==> config.mk <==
export PLATFORM = sky130hd
export DESIGN_NAME = fifo_packer
export DESIGN_NICKNAME = d
export VERILOG_FILES = /design/src/rtl/fifo_packer.sv
export SDC_FILE = /design/constraint.sdc
export NUM_CORES = 1
export LEC_CHECK = 0
export CELL_PAD_IN_SITES_DETAIL_PLACEMENT = 0
export CELL_PAD_IN_SITES_GLOBAL_PLACEMENT = 2
export CORE_ASPECT_RATIO = 1.5
export CORE_MARGIN = 1.5
export CORE_UTILIZATION = 32
export DETAILED_ROUTE_END_ITERATION = 10
export PLACE_DENSITY_LB_ADDON = 0.3
export SLEW_MARGIN = 20
export SYNTH_ARGS = -nofsm -noshare
export SYNTH_HDL_FRONTEND = slang
export SYNTH_SLANG_ARGS = --single-unit
export TNS_END_PERCENT = 30
==> constraint.sdc <==
create_clock -name clk -period 9.8 [get_ports clk]
set_clock_uncertainty 0.15 [all_clocks]
set_input_delay 1.96 -clock clk [delete_from_list [all_inputs] [get_ports clk]]
set_output_delay 1.96 -clock clk [all_outputs]
set_load 0.02 [all_outputs]
==> src/rtl/fifo_packer.sv <==
// Packs PACK consecutive FIFO words into one wide valid/ready beat.
// The accumulator keeps filling while a completed beat waits in the output register.
module fifo_packer #(
  parameter int DATA_WIDTH = 32,
  parameter int PACK       = 4
) (
  input  logic                       clk,
  input  logic                       reset,
  input  logic [DATA_WIDTH-1:0]      fifo_output_data,
  input  logic                       fifo_empty,
  output logic                       fifo_read,
  input  logic                       flush,
  output logic [DATA_WIDTH*PACK-1:0] out_data,
  output logic [PACK-1:0]            out_keep,
  output logic                       out_valid,
  input  logic                       out_ready,
  output logic [15:0]                beat_count
);

  localparam int CW = $clog2(PACK + 1);

  logic [CW-1:0]              acc_cnt_reg;
  logic                       rd_q_reg;
  logic                       flush_pend_reg;
  logic                       out_valid_reg;
  logic [DATA_WIDTH*PACK-1:0] out_data_reg;
  logic [PACK-1:0]            out_keep_reg;
  logic [15:0]                beat_count_reg;

  logic [DATA_WIDTH*PACK-1:0] out_data_next;
  logic [PACK-1:0]            keep_next;
  logic                       out_free;
  logic                       full_beat;
  logic                       part_beat;
  logic                       transfer;
  logic                       flush_idle;

  // Counting the in-flight word keeps a landing from ever overrunning the accumulator.
  assign fifo_read = !fifo_empty && !flush_pend_reg &&
                     ((acc_cnt_reg + {{(CW-1){1'b0}}, rd_q_reg}) < CW'(PACK));

  assign out_free   = !out_valid_reg || out_ready;
  assign full_beat  = (acc_cnt_reg == CW'(PACK));
  assign part_beat  = flush_pend_reg && !rd_q_reg && (acc_cnt_reg != '0);
  assign transfer   = out_free && (full_beat || part_beat);
  assign flush_idle = flush_pend_reg && !rd_q_reg && (acc_cnt_reg == '0);

  for (genvar gi = 0; gi < PACK; gi++) begin : slot
    logic [DATA_WIDTH-1:0] word_reg;

    always_ff @(posedge clk or posedge reset) begin
      if (reset) begin
        word_reg <= '0;
      end else if (rd_q_reg && (acc_cnt_reg == CW'(gi))) begin
        word_reg <= fifo_output_data;
      end
    end

    // Lanes beyond the fill level are zeroed so a partial beat carries no stale data.
    assign keep_next[gi] = (CW'(gi) < acc_cnt_reg);
    assign out_data_next[gi*DATA_WIDTH +: DATA_WIDTH] = keep_next[gi] ? word_reg : '0;
  end

  always_ff @(posedge clk or posedge reset) begin
    if (reset) begin
      acc_cnt_reg    <= '0;
      rd_q_reg       <= 1'b0;
      flush_pend_reg <= 1'b0;
      out_valid_reg  <= 1'b0;
      out_data_reg   <= '0;
      out_keep_reg   <= '0;
      beat_count_reg <= '0;
    end else begin
      rd_q_reg <= fifo_read;

      if (transfer) begin
        acc_cnt_reg <= '0;
      end else if (rd_q_reg) begin
        acc_cnt_reg <= acc_cnt_reg + 1'b1;
      end

      if (transfer) begin
        out_data_reg  <= out_data_next;
        out_keep_reg  <= keep_next;
        out_valid_reg <= 1'b1;
      end else if (out_valid_reg && out_ready) begin
        out_valid_reg <= 1'b0;
      end

      // A flush arriving while one is already pending is absorbed.
      if (flush_pend_reg) begin
        if (transfer || flush_idle) begin
          flush_pend_reg <= 1'b0;
        end
      end else if (flush) begin
        flush_pend_reg <= 1'b1;
      end

      if (out_valid_reg && out_ready) begin
        beat_count_reg <= beat_count_reg + 16'd1;
      end
    end
  end

  assign out_data   = out_data_reg;
  assign out_keep   = out_keep_reg;
  assign out_valid  = out_valid_reg;
  assign beat_count = beat_count_reg;

endmodule

### Word-level counts from Yosys, hierarchy flattened

Index checks and enable logic that the tools add are counted.

| word-level totals | value |
|---|---|
| register bits after elaboration | 282 |
| bits of input ports | 37 |
| logic and storage cells | 56 |

| operators by class | value |
|---|---|
| $add $sub $neg | 3 |
| magnitude comparators | 5 |
| equal/unequal tests | 4 |
| mux-type cells | 11 |
| reduce and logical (&&, ||, !) cells | 22 |

Operator list:

| cell | count |
|---|---|
| 32-bit 2-to-1 mux | 4 |
| 16-bit by 1-bit adder with 16-bit output, second input constant | 1 |
| 1-bit logical AND | 11 |
| 3-bit by 2-bit equality test with 1-bit output, second input constant | 2 |
| 1-bit by 3-bit less-than comparator with 1-bit output, first input constant | 2 |
| 2-bit by 3-bit less-than comparator with 1-bit output, first input constant | 2 |
| 3-bit 2-to-1 mux | 2 |
| 1-bit 2-to-1 mux | 5 |
| 1-bit zero test | 4 |
| 2-bit nonzero test | 2 |
| 3-bit by 1-bit adder with 3-bit output | 1 |
| 3-bit by 1-bit adder with 3-bit output, second input constant | 1 |
| 3-bit by 1-bit equality test with 1-bit output, second input constant | 1 |
| 3-bit equality test, second input constant | 1 |
| 3-bit zero test | 1 |
| 1-bit logical OR | 3 |
| 3-bit less-than comparator, second input constant | 1 |
| 3-bit nonzero test | 1 |

### Longest topological paths before layout

| depth | value |
|---|---|
| word-level depth | 8 |
| depth in mapped cells | 10 |
| depth with buffers taken out | 6 |

### Least setup slack after synthesis

OpenSTA, ideal clock, no wires.

| timing | value |
|---|---|
| path type | input -> output |
| start | input fifo_empty |
| end | output fifo_read |
| arrival | 2484 ps |
| setup slack | 5206 ps |
| stages | 1 |
| buffers on the path | 0 |
| cell sequence | nor3_1 |

| on the way | value |
|---|---|
| word-level cells in the longest chain between the ends | 3 |

Ends and longest elaborated chain:

| item | line | RTL |
|---|---|---|
| start: declaration | 10 | `input logic fifo_empty,` |
| 1-bit zero test | 39 | `assign fifo_read = !fifo_empty && !flush_pend_reg &&` |
| 1-bit logical AND (2 in a row) | 39 |  |
| end: declaration | 11 | `output logic fifo_read,` |

Every way passes these cells.

### Worst setup path in the final report

| timing | value |
|---|---|
| start | register acc_cnt_reg[2] |
| end | output fifo_read |

| on the way | value |
|---|---|
| word-level cells in the longest chain between the ends | 3 |

Ends and longest elaborated chain:

| item | line | RTL |
|---|---|---|
| start: declaration | 22 | `logic [CW-1:0] acc_cnt_reg;` |
| start signal: assignment | 79 | `acc_cnt_reg <= acc_cnt_reg + 1'b1;` |
| 3-bit by 1-bit adder with 3-bit output | 40 | `((acc_cnt_reg + {{(CW-1){1'b0}}, rd_q_reg}) < CW'(PACK));` |
| 3-bit less-than comparator | 40 |  |
| 1-bit logical AND | 39 |  |

Every way passes these cells.

==> parameters.txt <==
Parameter                              Value

Timing
  Sum of negative setup slack    0 ps
  Measured slew at the worst slew-check pin    1040 ps
  Peak clock frequency supported by timing    0.179 GHz
  Worst relative slew slack    30.7%
  Final number of hold-violating endpoints    0
  Min cycle time layout    5590 ps
  Unrepaired setup endpoints after global routing    no
  Setup slack after layout    4210 ps
  Final setup vio count    0
  Final period util    57.0%
  Pins over their slew limit    0

Cells and area
  Final-stage net count    1143
  Antenna cell count    0
  Area growth from synthesis to layout    28.5%
  Most frequent standard cell in the layout excluding fill and tap cells    sky130_fd_sc_hd__dfrtp_1
  Share of layout cells above drive strength 1    18.0%
  Commonest cells after routing, fill and taps aside    sky130_fd_sc_hd__dfrtp_1, sky130_fd_sc_hd__nand2_1, sky130_fd_sc_hd__clkdlybuf4s50_1

Clock network
  Master cell of the clock root buffer    sky130_fd_sc_hd__clkbuf_16
  Number of hold buffers added after CTS    0
  Clock transition at the registers of the reported paths    60 ps
  Post-CTS sizing    0
  # Post-CTS Setup Buffers    0
  Number of levels the H-tree was split into    1
  Latest clock arrival within the worst-skew pair    560 ps
  CTS tree    built
  Number of buffers added by the clock tree synthesis step    29
  Clock buffer depth    3
  Clk sink count    282

Global route
  Initial antenna violation count    0
  Largest net degree at the start of global routing    115
  First-pass GRT wire length    42.9 mm
  Gr usage total    15.3%
  Remaining global-route overflow    0
  Vias in the first global route    7312

Detailed routing
  Average via count per standard cell    4.46
  Via count    7098
  Initial detailed-routing violation count    225
  Total wire length    27.0 mm
  Residual DRC    0
  Number of detailed-routing iterations run before antenna repair    4
  DR WL/cell    17.0 um
  Residual antenna-violating net count after detailed routing    0

Min path
  Worst Hold Depth    1
  Hold/Removal Path Class    reg -> reg

Status
  Outcome    finished, final reports clean

Pwr
  Part of the power in the clock network    25.1%
  Switching share of power    34.3%
  Lkg Pwr    6.17 nW
  Register share of total power    39.5%
  Net Sw Power    1.71 mW
  Cell-internal power    3.28 mW
  Peak supply drop    152 uV
  Comb pwr share    35.4%
  Total power draw    4.99 mW
  Power density of the placed cells    346 nW/um^2

Die
  Initial standard-cell utilization of the core    32.6%
  Die X-Extent    156 um
  Boundary Pins    187
  DIE AREA    36200 um^2
  Die height    232 um
  Placement Rows    83
  Core area    34400 um^2

Setup path
  Slack of the worst reg-to-reg path    6330 ps
  Endpoint type of the worst setup path    output pin
  Length in cells of the worst reg-to-reg path    5
  CP Launch Type    flip-flop
  Critical Path Fanout Max    41
  Category of the critical setup timing path    reg -> out
  Worst endpoint data arrival time    3480 ps
  Worst Path Required    7690 ps

Synthesis
  Gate count after technology mapping    937
  Primary flip-flop cell chosen by synthesis mapping    sky130_fd_sc_hd__dfrtp_1
  Synth Net Count    978
  Number of warning messages in the yosys log    0
  Sequential-to-total area share from yosys stat    62.9%
  Cell area after synthesis    11200 um^2
  Share of async-settable or async-resettable flops after synthesis    100%
  Unique masters post-synth    34
  Synthesized flop and latch total    282
  Post-Synthesis Mean Instance Area    12.0 um^2
  EDFF count, synth    0

Placement
  Setup Slack @ Placement    4440 ps
  Gpl congestion    0.679
  Hpwl dp    16.7 mm
  Count of buffers inserted at the top-level ports    186

Run
  Number of max-cap violations    0
-- cells by family after synthesis --
| logic type | count (synthesis) | synth area share (%) |
|---|---|---|
| xor+xnor | 17 | 1.33 |
| buf+inv | 64 | 3.87 |
| mux | 133 | 14.5 |
| simple gates | 304 | 10.9 |
| compound gates | 133 | 6.02 |
| fa+ha+maj | 4 | 0.446 |
| flops | 282 | 62.9 |
-- area by class of cell --
type                       count  area [um^2]
timing repair buffer         193         1920
clock buffer                  37          796
tap                          467          584
clock inverter                17          289
sequential                   282         7060
multi-input combinational    591         3740
fill                        3306        20000
inverter                       5         22.5
-- final timing paths --
path,from,to
worst max-delay path,acc_cnt_reg[2],fifo_read
worst min-delay path,beat_count[15],beat_count[15]
worst max register to register,acc_cnt_reg[2],out_data[78]
worst min register to register,beat_count[15],beat_count[15]
max in group asynchronous,reset,out_data[16]
min in group asynchronous,reset,out_data[57]
-- metrics by stage --
| step | std cells | util (%) | hold slack [ps] | instance area (um^2) |
|---|---|---|---|---|
| global placement | 1538 | 38.7 | 307 | 13300 |
| global route | 1592 | 41.9 | 341 | 14400 |
| CTS | 1592 | 41.9 | 324 | 14400 |
| detailed placement | 1538 | 38.7 | 312 | 13300 |
| finish | 1592 | 41.9 | 317 | 14400 |
| floorplan | 937 | - | 314 | 11200 |
-- cells in the mapped netlist, types with 2 or more instances --
cell type	instances	area, um^2
sky130_fd_sc_hd__and2_1	4	25.0
sky130_fd_sc_hd__buf_2	19	95.1
sky130_fd_sc_hd__buf_6	16	180
sky130_fd_sc_hd__buf_8	3	45.0
sky130_fd_sc_hd__clkbuf_1	10	37.5
sky130_fd_sc_hd__clkbuf_2	10	50.1
sky130_fd_sc_hd__dfrtp_1	282	7060
sky130_fd_sc_hd__ha_1	4	50.1
sky130_fd_sc_hd__inv_1	5	18.8
sky130_fd_sc_hd__mux2_2	99	1110
sky130_fd_sc_hd__mux2_4	34	510
sky130_fd_sc_hd__nand2_1	270	1010
sky130_fd_sc_hd__nand3_1	5	25.0
sky130_fd_sc_hd__nand4_1	5	31.3
sky130_fd_sc_hd__nor2_1	6	22.5
sky130_fd_sc_hd__nor3_1	3	15.0
sky130_fd_sc_hd__o21ai_0	64	320
sky130_fd_sc_hd__o21ai_1	66	330
sky130_fd_sc_hd__or3_1	2	12.5
sky130_fd_sc_hd__xnor2_1	9	78.8
sky130_fd_sc_hd__xor2_1	8	70.1
-- worst max-delay path: stages, from the launching register on --
cell and delay [ps]:
sky130_fd_sc_hd__dfrtp_2 990, sky130_fd_sc_hd__nor2b_4 110, sky130_fd_sc_hd__nand3_2 710, sky130_fd_sc_hd__nand2_1 200, sky130_fd_sc_hd__nor3_1 240, sky130_fd_sc_hd__clkdlybuf4s50_1 650
-- layer usage --
metal | global-route usage (%) | routed length (um) | vias up
met5 | 0 | 0 | -
li1 | - | - | 3437
met3 | 2.18 | 935 | 31
met2 | 26.8 | 14000 | 133
met1 | 19.1 | 11500 | 3497
met4 | 5.39 | 640 | 0
-- power by group through the flow --
stage / Combinational [mW] / Sequential, mW / Clock, mW
2_1_floorplan: 0.954 / 2.15 / 0
3_3_place_gp: 1.78 / 1.99 / 0
3_5_place_dp: 1.80 / 2.00 / 0
4_1_cts: 1.81 / 1.98 / 1.29
5_1_grt: 1.94 / 2.04 / 1.34
6_report: 1.77 / 1.97 / 1.25
Note: power is estimated with default switching activity, not from simulation.
